`config.mk`:
```
export PLATFORM = sky130hd
export DESIGN_NAME = axi_rd_mgr_flat
export DESIGN_NICKNAME = d
export VERILOG_FILES = /design/src/rtl/axi_rd_mgr_if.sv /design/src/rtl/axi_rd_mgr.sv /design/src/flat_wrapper.sv
export SDC_FILE = /design/constraint.sdc
export NUM_CORES = 1
export LEC_CHECK = 0
export ABC_AREA = 1
export CELL_PAD_IN_SITES_DETAIL_PLACEMENT = 0
export CELL_PAD_IN_SITES_GLOBAL_PLACEMENT = 2
export CORE_UTILIZATION = 22
export DETAILED_ROUTE_END_ITERATION = 10
export GPL_TIMING_DRIVEN = 1
export PLACE_DENSITY_LB_ADDON = 0.1
export SYNTH_ARGS = -nofsm -noshare
export SYNTH_HDL_FRONTEND = slang
export SYNTH_SLANG_ARGS = --single-unit
```
`constraint.sdc`:
```
create_clock -name clk -period 4.3 [get_ports clk]
set_input_delay 0.645 -clock clk [delete_from_list [all_inputs] [get_ports clk]]
set_output_delay 0.645 -clock clk [all_outputs]
set_load 0.02 [all_outputs]
```
`src/rtl/axi_rd_mgr_if.sv`:
```
`default_nettype none
// +----------------------------------------------------------------------------+
// | axi_pkg / axi_if                                                           |
// | AXI4 burst/response encodings and the AR/R channel bundle used by the read |
// | manager.                                                                   |
// | Revision: 1.0                                                              |
// +----------------------------------------------------------------------------+

package axi_pkg;
    typedef enum logic [1:0] {
        AXI_BURST_FIXED = 2'b00,
        AXI_BURST_INCR  = 2'b01,
        AXI_BURST_WRAP  = 2'b10
    } axi_burst_e;

    typedef enum logic [1:0] {
        AXI_RESP_OKAY   = 2'b00,
        AXI_RESP_EXOKAY = 2'b01,
        AXI_RESP_SLVERR = 2'b10,
        AXI_RESP_DECERR = 2'b11
    } axi_resp_e;
endpackage

interface axi_if #(
    parameter int AW = 32,
    parameter int DW = 32,
    parameter int IW = 8,
    parameter int UW = 32
) ();
    logic [IW-1:0] arid;
    logic [AW-1:0] araddr;
    logic [7:0]    arlen;
    logic [2:0]    arsize;
    logic [1:0]    arburst;
    logic          arlock;
    logic [UW-1:0] aruser;
    logic          arvalid;
    logic          arready;

    logic [DW-1:0] rdata;
    logic [1:0]    rresp;
    logic          rlast;
    logic [UW-1:0] ruser;
    logic          rvalid;
    logic          rready;

    modport r_mgr (
        output arid, araddr, arlen, arsize, arburst, arlock, aruser, arvalid,
        input  arready,
        input  rdata, rresp, rlast, ruser, rvalid,
        output rready
    );

    modport r_sub (
        input  arid, araddr, arlen, arsize, arburst, arlock, aruser, arvalid,
        output arready,
        output rdata, rresp, rlast, ruser, rvalid,
        input  rready
    );
endinterface

`default_nettype wire

```
`src/rtl/axi_rd_mgr.sv`:
```
`default_nettype none
// +----------------------------------------------------------------------------+
// | axi_rd_mgr                                                                 |
// | Pipelined AXI4 read manager: request stream -> AR bursts, R beats -> rsp   |
// | stream, up to MAX_OUTSTANDING in-order bursts tracked by a length FIFO.    |
// | Optional rlast checking: define AXI_RD_MGR_LAST_CHECK_EN.                  |
// | Revision: 1.0                                                              |
// +----------------------------------------------------------------------------+

module axi_rd_mgr
    import axi_pkg::*;
#(
    parameter int AW              = 32,
    parameter int DW              = 32,
    parameter int IW              = 8,
    parameter int UW              = 32,
    parameter int MAX_OUTSTANDING = 4,
    parameter int RD_ID           = 0
) (
    input  logic            clk,
    input  logic            rst_n,

    input  logic            req_valid,
    output logic            req_ready,
    input  logic [AW-1:0]   req_addr,
    input  axi_burst_e      req_burst,
    input  logic [2:0]      req_size,
    input  logic [7:0]      req_len,
    input  logic [UW-1:0]   req_user,
    input  logic            req_lock,

    output logic            rsp_valid,
    input  logic            rsp_ready,
    output logic [DW-1:0]   rsp_data,
    output logic [UW-1:0]   rsp_user,
    output axi_resp_e       rsp_resp,
    output logic            rsp_last,

    output logic            idle,
    output logic            err_last,

    axi_if.r_mgr            m_axi
);

    localparam int c_OUT_W = $clog2(MAX_OUTSTANDING + 1);
    localparam int c_CNT_W = c_OUT_W + 1;
    localparam int c_PTR_W = (MAX_OUTSTANDING > 1) ? $clog2(MAX_OUTSTANDING) : 1;
    localparam logic [c_CNT_W-1:0] c_MAX_CNT  = c_CNT_W'(MAX_OUTSTANDING);
    localparam logic [c_PTR_W-1:0] c_PTR_LAST = c_PTR_W'(MAX_OUTSTANDING - 1);

    logic               arvalid_q, arvalid_d;
    logic [AW-1:0]      araddr_q,  araddr_d;
    logic [7:0]         arlen_q,   arlen_d;
    logic [2:0]         arsize_q,  arsize_d;
    logic [1:0]         arburst_q, arburst_d;
    logic               arlock_q,  arlock_d;
    logic [UW-1:0]      aruser_q,  aruser_d;

    logic [c_OUT_W-1:0] outstanding_q, outstanding_d;
    logic [7:0]         bcnt_q, bcnt_d;
    logic [c_PTR_W-1:0] wr_ptr_q, wr_ptr_d;
    logic [c_PTR_W-1:0] rd_ptr_q, rd_ptr_d;
    logic [7:0]         len_fifo_q [MAX_OUTSTANDING];

    logic               w_ar_hs;
    logic               w_req_hs;
    logic               w_rready;
    logic               w_r_hs;
    logic               w_fifo_empty;
    logic [7:0]         w_head;
    logic               w_head_match;
    logic               w_burst_end;
    logic [c_CNT_W-1:0] w_ar_budget;

    // AR slot: a pending request counts against the outstanding budget
    always_comb begin
        w_ar_hs     = arvalid_q && m_axi.arready;
        w_ar_budget = {1'b0, outstanding_q} + {{c_OUT_W{1'b0}}, arvalid_q};
        req_ready   = rst_n && (!arvalid_q || m_axi.arready) && (w_ar_budget < c_MAX_CNT);
        w_req_hs    = req_valid && req_ready;

        arvalid_d = arvalid_q;
        araddr_d  = araddr_q;
        arlen_d   = arlen_q;
        arsize_d  = arsize_q;
        arburst_d = arburst_q;
        arlock_d  = arlock_q;
        aruser_d  = aruser_q;
        if (w_req_hs) begin
            arvalid_d = 1'b1;
            araddr_d  = req_addr;
            arlen_d   = req_len;
            arsize_d  = req_size;
            arburst_d = req_burst;
            arlock_d  = req_lock;
            aruser_d  = req_user;
        end else if (w_ar_hs) begin
            arvalid_d = 1'b0;
        end
    end

    // FIFO occupancy is exactly the outstanding count, so no separate level
    always_comb begin
        w_rready     = rst_n && rsp_ready;
        w_r_hs       = m_axi.rvalid && w_rready;
        w_fifo_empty = (outstanding_q == '0);
        w_head       = len_fifo_q[rd_ptr_q];
        w_head_match = (bcnt_q == w_head);
        w_burst_end  = w_r_hs && !w_fifo_empty && w_head_match;

        bcnt_d = bcnt_q;
        if (w_r_hs && !w_fifo_empty) begin
            bcnt_d = w_burst_end ? 8'd0 : bcnt_q + 8'd1;
        end

        rd_ptr_d = rd_ptr_q;
        if (w_burst_end) begin
            rd_ptr_d = (rd_ptr_q == c_PTR_LAST) ? '0 : rd_ptr_q + c_PTR_W'(1);
        end

        wr_ptr_d = wr_ptr_q;
        if (w_ar_hs) begin
            wr_ptr_d = (wr_ptr_q == c_PTR_LAST) ? '0 : wr_ptr_q + c_PTR_W'(1);
        end

        outstanding_d = outstanding_q;
        case ({w_ar_hs, w_burst_end})
            2'b10:   outstanding_d = outstanding_q + c_OUT_W'(1);
            2'b01:   outstanding_d = outstanding_q - c_OUT_W'(1);
            default: outstanding_d = outstanding_q;
        endcase
    end

    always_ff @(posedge clk) begin
        if (!rst_n) begin
            arvalid_q     <= 1'b0;
            araddr_q      <= '0;
            arlen_q       <= '0;
            arsize_q      <= '0;
            arburst_q     <= AXI_BURST_FIXED;
            arlock_q      <= 1'b0;
            aruser_q      <= '0;
            outstanding_q <= '0;
            bcnt_q        <= '0;
            wr_ptr_q      <= '0;
            rd_ptr_q      <= '0;
        end else begin
            arvalid_q     <= arvalid_d;
            araddr_q      <= araddr_d;
            arlen_q       <= arlen_d;
            arsize_q      <= arsize_d;
            arburst_q     <= arburst_d;
            arlock_q      <= arlock_d;
            aruser_q      <= aruser_d;
            outstanding_q <= outstanding_d;
            bcnt_q        <= bcnt_d;
            wr_ptr_q      <= wr_ptr_d;
            rd_ptr_q      <= rd_ptr_d;
        end
    end

    // Storage needs no reset: validity is carried by outstanding_q
    always_ff @(posedge clk) begin
        if (w_ar_hs) begin
            len_fifo_q[wr_ptr_q] <= arlen_q;
        end
    end

    assign m_axi.arid    = IW'(RD_ID);
    assign m_axi.araddr  = araddr_q;
    assign m_axi.arlen   = arlen_q;
    assign m_axi.arsize  = arsize_q;
    assign m_axi.arburst = arburst_q;
    assign m_axi.arlock  = arlock_q;
    assign m_axi.aruser  = aruser_q;
    assign m_axi.arvalid = arvalid_q;
    assign m_axi.rready  = w_rready;

    assign rsp_valid = m_axi.rvalid;
    assign rsp_data  = m_axi.rdata;
    assign rsp_user  = m_axi.ruser;
    assign idle      = !arvalid_q && (outstanding_q == '0);

`ifdef AXI_RD_MGR_LAST_CHECK_EN
    logic err_last_q, err_last_d;
    logic w_exp_last;
    logic w_mismatch;

    // A beat with nothing outstanding can never match, so it is a mismatch too
    always_comb begin
        w_exp_last = !w_fifo_empty && w_head_match;
        w_mismatch = w_fifo_empty || (m_axi.rlast != w_exp_last);
        err_last_d = w_r_hs && w_mismatch;
        rsp_last   = w_exp_last;
        rsp_resp   = (m_axi.rvalid && w_mismatch) ? AXI_RESP_SLVERR : axi_resp_e'(m_axi.rresp);
    end

    always_ff @(posedge clk) begin
        if (!rst_n) begin
            err_last_q <= 1'b0;
        end else begin
            err_last_q <= err_last_d;
        end
    end

    assign err_last = err_last_q;
`else
    assign rsp_last = m_axi.rlast;
    assign rsp_resp = axi_resp_e'(m_axi.rresp);
    assign err_last = 1'b0;
`endif

endmodule

`default_nettype wire

```
`src/flat_wrapper.sv`:
```
// flat-port wrapper written by rule: the top's interface ports become plain ports
module axi_rd_mgr_flat import axi_pkg::*;
#(
    parameter int AW              = 32,
    parameter int DW              = 32,
    parameter int IW              = 8,
    parameter int UW              = 32,
    parameter int MAX_OUTSTANDING = 4,
    parameter int RD_ID           = 0
)
  (clk, rst_n, req_valid, req_ready, req_addr, req_burst, req_size, req_len, req_user, req_lock, rsp_valid, rsp_ready, rsp_data, rsp_user, rsp_resp, rsp_last, idle, err_last, m_axi_arid, m_axi_araddr, m_axi_arlen, m_axi_arsize, m_axi_arburst, m_axi_arlock, m_axi_aruser, m_axi_arvalid, m_axi_arready, m_axi_rdata, m_axi_rresp, m_axi_rlast, m_axi_ruser, m_axi_rvalid, m_axi_rready);
  axi_if #(.AW(AW), .DW(DW), .IW(IW), .UW(UW)) m_axi_i ();
  input  logic clk;
  input  logic rst_n;
  input  logic req_valid;
  output logic req_ready;
  input  logic [AW-1:0] req_addr;
  input  axi_burst_e req_burst;
  input  logic [2:0] req_size;
  input  logic [7:0] req_len;
  input  logic [UW-1:0] req_user;
  input  logic req_lock;
  output logic rsp_valid;
  input  logic rsp_ready;
  output logic [DW-1:0] rsp_data;
  output logic [UW-1:0] rsp_user;
  output axi_resp_e rsp_resp;
  output logic rsp_last;
  output logic idle;
  output logic err_last;
  output wire logic [$bits(m_axi_i.arid)-1:0] m_axi_arid;
  output wire logic [$bits(m_axi_i.araddr)-1:0] m_axi_araddr;
  output wire logic [$bits(m_axi_i.arlen)-1:0] m_axi_arlen;
  output wire logic [$bits(m_axi_i.arsize)-1:0] m_axi_arsize;
  output wire logic [$bits(m_axi_i.arburst)-1:0] m_axi_arburst;
  output wire logic [$bits(m_axi_i.arlock)-1:0] m_axi_arlock;
  output wire logic [$bits(m_axi_i.aruser)-1:0] m_axi_aruser;
  output wire logic [$bits(m_axi_i.arvalid)-1:0] m_axi_arvalid;
  input wire logic [$bits(m_axi_i.arready)-1:0] m_axi_arready;
  input wire logic [$bits(m_axi_i.rdata)-1:0] m_axi_rdata;
  input wire logic [$bits(m_axi_i.rresp)-1:0] m_axi_rresp;
  input wire logic [$bits(m_axi_i.rlast)-1:0] m_axi_rlast;
  input wire logic [$bits(m_axi_i.ruser)-1:0] m_axi_ruser;
  input wire logic [$bits(m_axi_i.rvalid)-1:0] m_axi_rvalid;
  output wire logic [$bits(m_axi_i.rready)-1:0] m_axi_rready;
  assign m_axi_arid = m_axi_i.arid;
  assign m_axi_araddr = m_axi_i.araddr;
  assign m_axi_arlen = m_axi_i.arlen;
  assign m_axi_arsize = m_axi_i.arsize;
  assign m_axi_arburst = m_axi_i.arburst;
  assign m_axi_arlock = m_axi_i.arlock;
  assign m_axi_aruser = m_axi_i.aruser;
  assign m_axi_arvalid = m_axi_i.arvalid;
  assign m_axi_i.arready = m_axi_arready;
  assign m_axi_i.rdata = m_axi_rdata;
  assign m_axi_i.rresp = m_axi_rresp;
  assign m_axi_i.rlast = m_axi_rlast;
  assign m_axi_i.ruser = m_axi_ruser;
  assign m_axi_i.rvalid = m_axi_rvalid;
  assign m_axi_rready = m_axi_i.rready;
  axi_rd_mgr #(.AW(AW), .DW(DW), .IW(IW), .UW(UW), .MAX_OUTSTANDING(MAX_OUTSTANDING), .RD_ID(RD_ID)) u_core (.clk(clk), .rst_n(rst_n), .req_valid(req_valid), .req_ready(req_ready), .req_addr(req_addr), .req_burst(req_burst), .req_size(req_size), .req_len(req_len), .req_user(req_user), .req_lock(req_lock), .rsp_valid(rsp_valid), .rsp_ready(rsp_ready), .rsp_data(rsp_data), .rsp_user(rsp_user), .rsp_resp(rsp_resp), .rsp_last(rsp_last), .idle(idle), .err_last(err_last), .m_axi(m_axi_i));
endmodule
```
======== Yosys cells after proc, flatten, opt, wreduce, memory -nomap -nowiden ========
Memory sizes are Yosys's and may differ from the RTL's. A register that Yosys moved wholly into a read port is not among the register bits.
Cells that the tools add are included.
storage, ports and cells
  register bits ........................... 94
  bits in writable memories ............... 32
  input port bits ......................... 151
  output and inout port bits .............. 159
  memories kept ........................... 1
operators by class
  add/sub/neg operators ................... 6
  order comparisons ....................... 1
  eq/ne operators ......................... 5
  muxes and demuxes ....................... 10
  reductions and logical operators ........ 15
memories
  name               depth  width  rd ports  clocked after memory_dff  write ports  RTL line          text
  u_core.len_fifo_q  4      8      1         1                         1            axi_rd_mgr.sv:63  logic [7:0] len_fifo_q [MAX_OUTSTANDING];
operators with widths
  operator                                                              count
  1-bit logical AND                                                     9
  8-bit by 1-bit adder with 8-bit output, second input constant         1
  8-bit == test                                                         1
  2-bit two-way mux                                                     4
  8-bit two-way mux                                                     1
  2-bit == test, second input constant                                  3
  3-bit case mux with 2 select lines                                    1
  2-bit by 1-bit adder with 2-bit output, second input constant         2
  3-bit by 1-bit adder with 4-bit output                                1
  4-bit by 3-bit < comparator with 1-bit output, second input constant  1
  1-bit two-way mux                                                     4
  2-bit nonzero test                                                    2
  3-bit by 1-bit adder with 3-bit output, second input constant         1
  3-bit zero test                                                       1
  3-bit by 1-bit subtractor with 3-bit output, second input constant    1
  2-bit by 1-bit == test with 1-bit output, second input constant       1
  1-bit zero test                                                       2
  1-bit logical OR                                                      1

======== Logic depth before layout (Yosys ltp) ========
Gate-level depths: netlist (run 1).
  depth in word-level cells ............... 6
  mapped depth ............................ 18
  depth with buffers taken out ............ 16

======== Least setup slack after synthesis (run 1) ========
Ideal clock, no wire load.
  path kind ............................... in2reg
  from .................................... in rst_n
  to ...................................... reg u_core.outstanding_q[2]
  library setup time ...................... 0.128 ns
  data arrival time ....................... 2.443 ns
  slack ................................... 1.729 ns
  cell stages on the path ................. 15
  cell sequence ........................... nand2_1 > inv_1 > nand3_2 > inv_2 > nand2_1 > nor2_1 > nand2_1 > nor4_1 > ha_1 > inv_1 > fa_1 > a21oi_1 > o21ai_0 > xor2_1 > nor2_1
on the way
  word-level cells in the longest chain between the ends .. 6
RTL lines
  what                                                                              RTL line            text
  from (decl)                                                                       flat_wrapper.sv:14  input logic rst_n;
  1-bit logical AND *                                                               axi_rd_mgr.sv:104   w_rready = rst_n && rsp_ready;
  via m_axi_rready                                                                  flat_wrapper.sv:45  output wire logic [$bits(m_axi_i.rready)-1:0] m_axi_rready;
  1-bit logical AND *                                                               axi_rd_mgr.sv:105   w_r_hs = m_axi.rvalid && w_rready;
  1-bit logical AND * (2 in a row)                                                  axi_rd_mgr.sv:109   w_burst_end = w_r_hs && !w_fifo_empty && w_head_match;
  2-bit by 1-bit == test with 1-bit output / 2-bit == test (equally long branches)  axi_rd_mgr.sv:127   case ({w_ar_hs, w_burst_end})
  3-bit case mux with 2 select lines / 2-bit nonzero test (equally long branches)   n/a
  to (signal assigned)                                                              axi_rd_mgr.sv:155   outstanding_q <= outstanding_d;
  to (decl)                                                                         axi_rd_mgr.sv:59    logic [c_OUT_W-1:0] outstanding_q, outstanding_d;
Mark *: on every way through the listed nets, which the timed path passes. The rest lies on a longest branch.
A chain may end at the register's enable or synchronous reset.

==> results by group, run 1 <==
Outcome
  – Status: complete, no violations

CTS
  – Clk slew on worst S/H paths: 0.06 ns
  – CTS buffer count: 17
  – CTS tree: done
  – Post CTS Setup Buffer Count: 0
  – Skew-Pair Late Insertion Delay: 0.42 ns
  – Clk buf depth: 2
  – Resized Gates After CTS: 0
  – Clk Tree Root Cell: clkbuf_16
  – Cts-stage hold buffer count: 0
  – H-tree Lvls: 4
  – Clock tree sinks: 128

Critical path
  – CP Launch Type: flip-flop
  – Crit path DAT: 3.56 ns
  – Crit path max-delay family: simple AND/OR/NAND/NOR gates
  – Worst path slowest cell: dfxtp_1
  – CP most frequent cell: nand2_1
  – WP buf/inv: 2
  – WP data required: 4.65 ns
  – Crit Path Category: flip-flop to flip-flop
  – Worst path cell trace: inv_6 -> nand2_1 -> nand3_1 -> nand3b_1 -> nand2_1 -> nor2_1 -> nand2_1 -> nor4_1 -> ha_1 -> inv_1 -> fa_1 -> a21oi_1 -> o21ai_0 -> xor2_1 -> nor2_1
  – Crit-path max FO: 17
  – Critical Path End Type: flip-flop
  – Max incr delay on CP: 0.73 ns

Routing
  – Total Wirelength: roughly 16 mm
  – TritonRoute pass-1 iters: 4
  – Vias per inst: 4.03
  – Drt wl/cell: 14.5 um
  – 1st-iter DRT viols: 178
  – Remaining antenna violation count: 0
  – DR vias: 4499
  – DRC errors left: 0

Power
  – Worst vdd ir: around 0.22 mV
  – Power per cell area: 414 nW/um^2
  – Pleak: between 2 and 3 nW

Final layout
  – Most frequent cells in the layout: nor2_1, clkdlybuf4s50_1, dfxtp_1
  – Area delta synth->final: 34.8%
  – Commonest non-fill, non-tap cell in the layout: nor2_1
  – Share of layout cells above drive strength 1: 8.54%
  – Antenna Diode Count: 0
  – # nets final: between 900 and 1000

Synthesis
  – Synth cell types: 34
  – Register area share after synthesis: 50.4%
  – Synth top area share: 33.6%
  – Netlist Area Pre-Place: 5720 sq um
  – Synth Area in Compound Gates: 8.14%
  – Post-Synth Adder-Cell Area: 1.88%
  – Synth area leaders: dfxtp_1, edfxtp_1, nor2_1
  – Synthesized area per cell: ~8.4 sq um
  – Post-synthesis mux area share: 0%
  – Yosys Warn Count: 0
  – Largest family of logic cells by synthesized area: simple AND/OR/NAND/NOR gates
  – Mapped Cells: between 600 and 700
  – Yosys top cell by area: dfxtp_1
  – Synth Area in XOR/XNOR: 0.919%
  – Simple-Gate Fraction of Synth Area: 23.4%
  – Synth Register Bits: 128

Place
  – Port buffer count: 166
  – Post-DP HPWL: 11.5 mm
  – GP Congestion: 0.775

GRT
  – Number of global-route vias before repair: around 4600
  – Initial antenna violation count: 1
  – Global Route Usage Sum: between 10 and 15%
  – Largest net degree at the start of global routing: 85
  – Total grt overflow: 0
  – First-pass GRT wire length: approximately 25 mm

STA
  – Layout Skew: 0.00853 ns
  – Setup tns final: 0 ns
  – Final hold vios: 0
  – Final Max Tran Viols: 0
  – Worst relative slew slack: 42.3%
  – Setup violations, final: 0
  – Period utilization: 74.6%
  – Slew @ Worst Pin: 0.862 ns
  – Max Fclk: around 310 MHz
  – RSZ-0062 raised after global routing: false
  – Min Clock Period, post-route: around 3.2 ns
  – Worst hold margin: approximately 0.48 ns

Floorplan
  – Die H: 163 um
  – Die width: between 150 and 200 um
  – DIE AREA: roughly 27000 sq um
  – # IOs: 310
  – Row cnt: 58
  – Core area: 25300 sq um
  – Initial Util: between 20 and 25%

Job
  – Max-cap check violation count: 0

Min path
  – Worst Hold Class: flip-flop to flip-flop
==> routing by layer <==
| layer | track usage (%) | up-vias | routed length [um] |
|---|---|---|---|
| met5 | 0 | - | 17 |
| met4 | 4.12 | 2 | 186 |
| met3 | 5.84 | 23 | 1280 |
| met2 | 20.7 | 109 | 7820 |
| met1 | 14.2 | 2077 | 6860 |
| li1 | - | 2288 | - |
==> worst reg2reg max path: stages, from the launching register on <==
cell and delay, ns:
dfxtp_1 0.73, inv_6 0.18, nand2_1 0.10, nand3_1 0.09
nand3b_1 0.21, nand2_1 0.08, nor2_1 0.11, nand2_1 0.08
nor4_1 0.39, ha_1 0.24, inv_1 0.07, fa_1 0.37
a21oi_1 0.15, o21ai_0 0.11, xor2_1 0.15, nor2_1 0.09
==> logic make-up (layout without fill, tap and decap cells) <==
group / Yosys count / count (layout)
DFF: 128 / 128
AOI/OAI and AO/OA: 92 / 92
buffers and inverters: 138 / 232
and+or+nand+nor: 310 / 310
adders and majority gates: 8 / 8
xor gates and xnor gates: 6 / 6
other: 1 / 9
==> per-stage QoR <==
stage	total power, mW	area (sq um)	setup WS (ns)	cells	util, %
4_1_cts	3.26	7710	1.10	1115	30.4
2_1_floorplan	1.64	5750	1.73	691	-
3_3_place_gp	1.76	7110	0.932	1083	28.1
6_report	3.19	7710	1.09	1115	30.4
3_5_place_dp	1.76	7110	0.911	1083	28.1
5_1_grt	3.35	7710	0.867	1115	30.4
==> cell type report <==
class	instances	area, sq um
Inverter	31	126
Sequential cell	128	2880
Tap cell	330	413
Timing Repair Buffer	169	1690
Fill cell	2662	17600
Clock inverter	15	175
Clock buffer	17	425
Multi-Input combinational cell	425	2000
==> state kept, by name (all words and copies together), names as in the netlist, named ones only <==
signal,flops
u_core.outstanding_q,3
u_core.wr_ptr_q,2
u_core.m_axi.arburst,2
u_core.m_axi.arsize,3
u_core.rd_ptr_q,2
u_core.m_axi.arlock,1
u_core.bcnt_q,8
u_core.m_axi.arlen,8
u_core.len_fifo_q,32
u_core.m_axi.aruser,32
u_core.m_axi.arvalid,1
u_core.m_axi.araddr,32
==> cell usage after synthesis <==
library cell	count
inv_6	1
xnor2_1	1
nor2_1	179
buf_6	4
ha_1	7
buf_2	7
or2_2	1
nor4_1	1
nand2_2	7
nand3_4	1
nand2_1	70
o31ai_1	1
o21ai_0	73
a211oi_1	1
nor2_2	3
clkinv_4	1
nand4_1	3
inv_2	7
fa_1	1
conb_1	1
edfxtp_1	32
nand3_2	7
nand3_1	24
dfxtp_1	96
nor3_1	7
inv_1	22
nor3_2	1
buf_4	81
clkbuf_1	15
nor2_4	3
xor2_1	5
nand3b_1	3
a21oi_1	8
o21ai_1	9
==> power by group <==
part | internal, mW | switching [mW] | total, mW
sequential | 1.29 | 0.0349 | 1.33
combinational | 0.197 | 0.205 | 0.403
clock | 0.875 | 0.591 | 1.47
==> path summary, 6_finish.rpt <==
kind	startpoint	endpoint	slack, ns	depth (start not counted)
max reg2reg	flip-flop	u_core.outstanding_q[2]	1.09	15
min	u_core.m_axi.aruser[18]	u_core.m_axi.aruser[18]	0.48	2
max	flip-flop	u_core.outstanding_q[2]	1.09	15
min reg2reg	u_core.m_axi.aruser[18]	u_core.m_axi.aruser[18]	0.48	2
Power figures use the tool's default switching activity.
==> inputs of run 2 (changes only) <==
CORE_UTILIZATION = 21   (was 22)
clock period = 3 ns   (was 4.3 ns; I/O delays follow)
==> run 2 against run 1 <==
  * Total power grew 43%
  * Clock skew increased by 0.0026 ns
  * Critical path depth stayed put
  * Hold slack lost 0.072 ns
  * Utilization shrank 1.4 points
  * Clock power grew 42%
  * Global-route usage decreased by 0.42 points
  * Largest power group unchanged
==> results by group, run 2 (synthesis results as in run 1) <==
Outcome
  – Status: complete, no violations

Place
  – GP Congestion: 0.803
  – Post-DP HPWL: roughly 12 mm
  – Port buffer count: 166

STA
  – Setup violations, final: 0
  – Final Max Tran Viols: 0
  – Max Fclk: 381 MHz
  – Slew @ Worst Pin: 0.800 ns
  – Setup tns final: 0 ns
  – Period utilization: between 80% and 90%
  – Min Clock Period, post-route: 2.63 ns
  – Final hold vios: 0
  – Worst relative slew slack: 46.7%
  – Layout Skew: 0.0111 ns
  – RSZ-0062 raised after global routing: false

CTS
  – H-tree Lvls: 4
  – Post CTS Setup Buffer Count: 0
  – Clk slew on worst S/H paths: around 0.060 ns
  – Cts-stage hold buffer count: 0
  – Clk buf depth: 2
  – Clk Tree Root Cell: clkbuf_16
  – CTS buffer count: 17
  – Resized Gates After CTS: 0
  – CTS tree: done
  – Skew-Pair Late Insertion Delay: 0.41 ns
  – Clock tree sinks: ~130

Critical path
  – Crit path max-delay family: simple AND/OR/NAND/NOR gates
  – CP Launch Type: flip-flop
  – WP data required: 3.30 ns
  – Crit-path max FO: 8
  – Worst path cell trace: inv_2 -> nand3_1 -> nand2_1 -> nand2_1 -> nand2_1 -> nor2_1 -> nand2_1 -> nor4_1 -> ha_1 -> inv_1 -> fa_1 -> a21oi_1 -> o21ai_0 -> xor2_1 -> nor2_1
  – Worst path slowest cell: dfxtp_1
  – Critical Path End Type: flip-flop
  – Max incr delay on CP: 0.47 ns
  – Crit Path Category: flip-flop to flip-flop
  – WP buf/inv: 2
  – Crit path DAT: approximately 2.9 ns
  – CP most frequent cell: nand2_1

Power
  – Clk network pwr share: 45.7%
  – Pleak: 2.95 nW
  – Total power: 4.57 mW
  – Worst vdd ir: 0.364 mV
  – Sequential power share: 41.6%
  – Int Pwr: 3.32 mW
  – Switching Share: 27.3%
  – Power share of the combinational group: between 10% and 20%
  – NetSw: 1.24 mW
  – Power per cell area: 586 nW/um^2

Final layout
  – Seq. cell area: ~2900 sq um
  – Area delta synth->final: 36.3%
  – Commonest non-fill, non-tap cell in the layout: nor2_1
  – # nets final: 940
  – Share of layout cells above drive strength 1: 9.70%
  – Antenna Diode Count: 0
  – Fillcell total: between 2000 and 3000
  – Most frequent cells in the layout: nor2_1, clkdlybuf4s50_1, dfxtp_1
  – Multi-input gate area: 2000 sq um

Job
  – Max-cap check violation count: 0

GRT
  – First-pass GRT wire length: 26.1 mm
  – Global Route Usage Sum: 12.1%
  – Number of global-route vias before repair: 4771
  – Initial antenna violation count: 1
  – Largest net degree at the start of global routing: 85
  – Total grt overflow: 0

Routing
  – 1st-iter DRT viols: 131
  – Drt wl/cell: 14.5 um
  – Total Wirelength: ~16 mm
  – Vias per inst: roughly 4.0
  – TritonRoute pass-1 iters: 4
  – DRC errors left: 0
  – DR vias: around 4600
  – Remaining antenna violation count: 0

Floorplan
  – Core area: 26800 sq um
  – Die H: 167 um
  – Initial Util: between 20% and 30%
  – Row cnt: 60
  – DIE AREA: 27900 sq um
  – Die width: ~170 um
  – # IOs: 310

Min path
  – Worst Hold Class: input port to flip-flop
-- run 2: changes by cell type in the layout (fill, tap and decap cells not counted) --
cell	previous run	this run
clkinvlp_4	3	2
clkinv_8	0	1
buf_4	2	10
clkinv_1	1	0
buf_12	1	2
inv_6	5	7
bufinv_16	2	1
-- run 2: final cells by class --
class,instances,area share [%]
timing repair buffer,178,22.7
tap,341,5.47
inverter,31,1.62
multi-input combinational,425,25.6
clock buffer,17,5.46
sequential,128,37.0
clock inverter,15,2.15
-- run 2: through the flow --
| step | util, % | setup slack [ns] | area [sq um] | instances | hold slack [ns] |
|---|---|---|---|---|---|
| after CTS | 29.1 | 0.315 | 7800 | 1135 | 0.412 |
| after global routing | 29.1 | 0.0583 | 7800 | 1135 | 0.444 |
| final | 29.1 | 0.373 | 7800 | 1135 | 0.409 |
| after global placement | 26.9 | 0.0881 | 7200 | 1103 | 0.463 |
| after floorplan | - | 0.624 | 5750 | 691 | 0.459 |
| after detailed placement | 26.9 | 0.0795 | 7200 | 1103 | 0.476 |
-- run 2: final timing paths --
kind | startpoint | endpoint | slack [ns] | cells after the start
setup / recovery | flip-flop | u_core.outstanding_q[2] | 0.37 | 15
hold / removal | rst_n | u_core.m_axi.arvalid | 0.41 | 3
setup reg to reg | flip-flop | u_core.outstanding_q[2] | 0.37 | 15
hold reg to reg | u_core.m_axi.aruser[13] | u_core.m_axi.aruser[13] | 0.48 | 2
-- run 2: power groups by stage --
| stage | Clock (mW) | Sequential (mW) | Combinational, mW |
|---|---|---|---|
| after floorplan | 0 | 2.02 | 0.325 |
| after global placement | 0 | 1.93 | 0.590 |
| after detailed placement | 0 | 1.94 | 0.589 |
| after CTS | 2.16 | 1.90 | 0.592 |
| after global routing | 2.24 | 1.91 | 0.636 |
| final | 2.09 | 1.90 | 0.581 |
-- run 2: worst register-to-register path: cells and delay by family (launching register included) --
family | cells | cell delay (ns)
adder cells (fa/ha/maj) | 2 | 0.57
flip-flops | 1 | 0.47
AND/OR/NAND/NOR | 8 | 0.89
buffers and inverters | 2 | 0.21
AO/OA/AOI/OAI | 2 | 0.25
XOR/XNOR | 1 | 0.14
-- run 2: layer usage --
metal | global-route usage (%) | part of all wire [%] | up-vias
li1 | - | - | 2305
met1 | 13.6 | 42 | 2128
met2 | 19.6 | 47 | 136
met3 | 6.23 | 9.6 | 18
met4 | 4.31 | 1.4 | 2
met5 | 0 | 0.10 | -
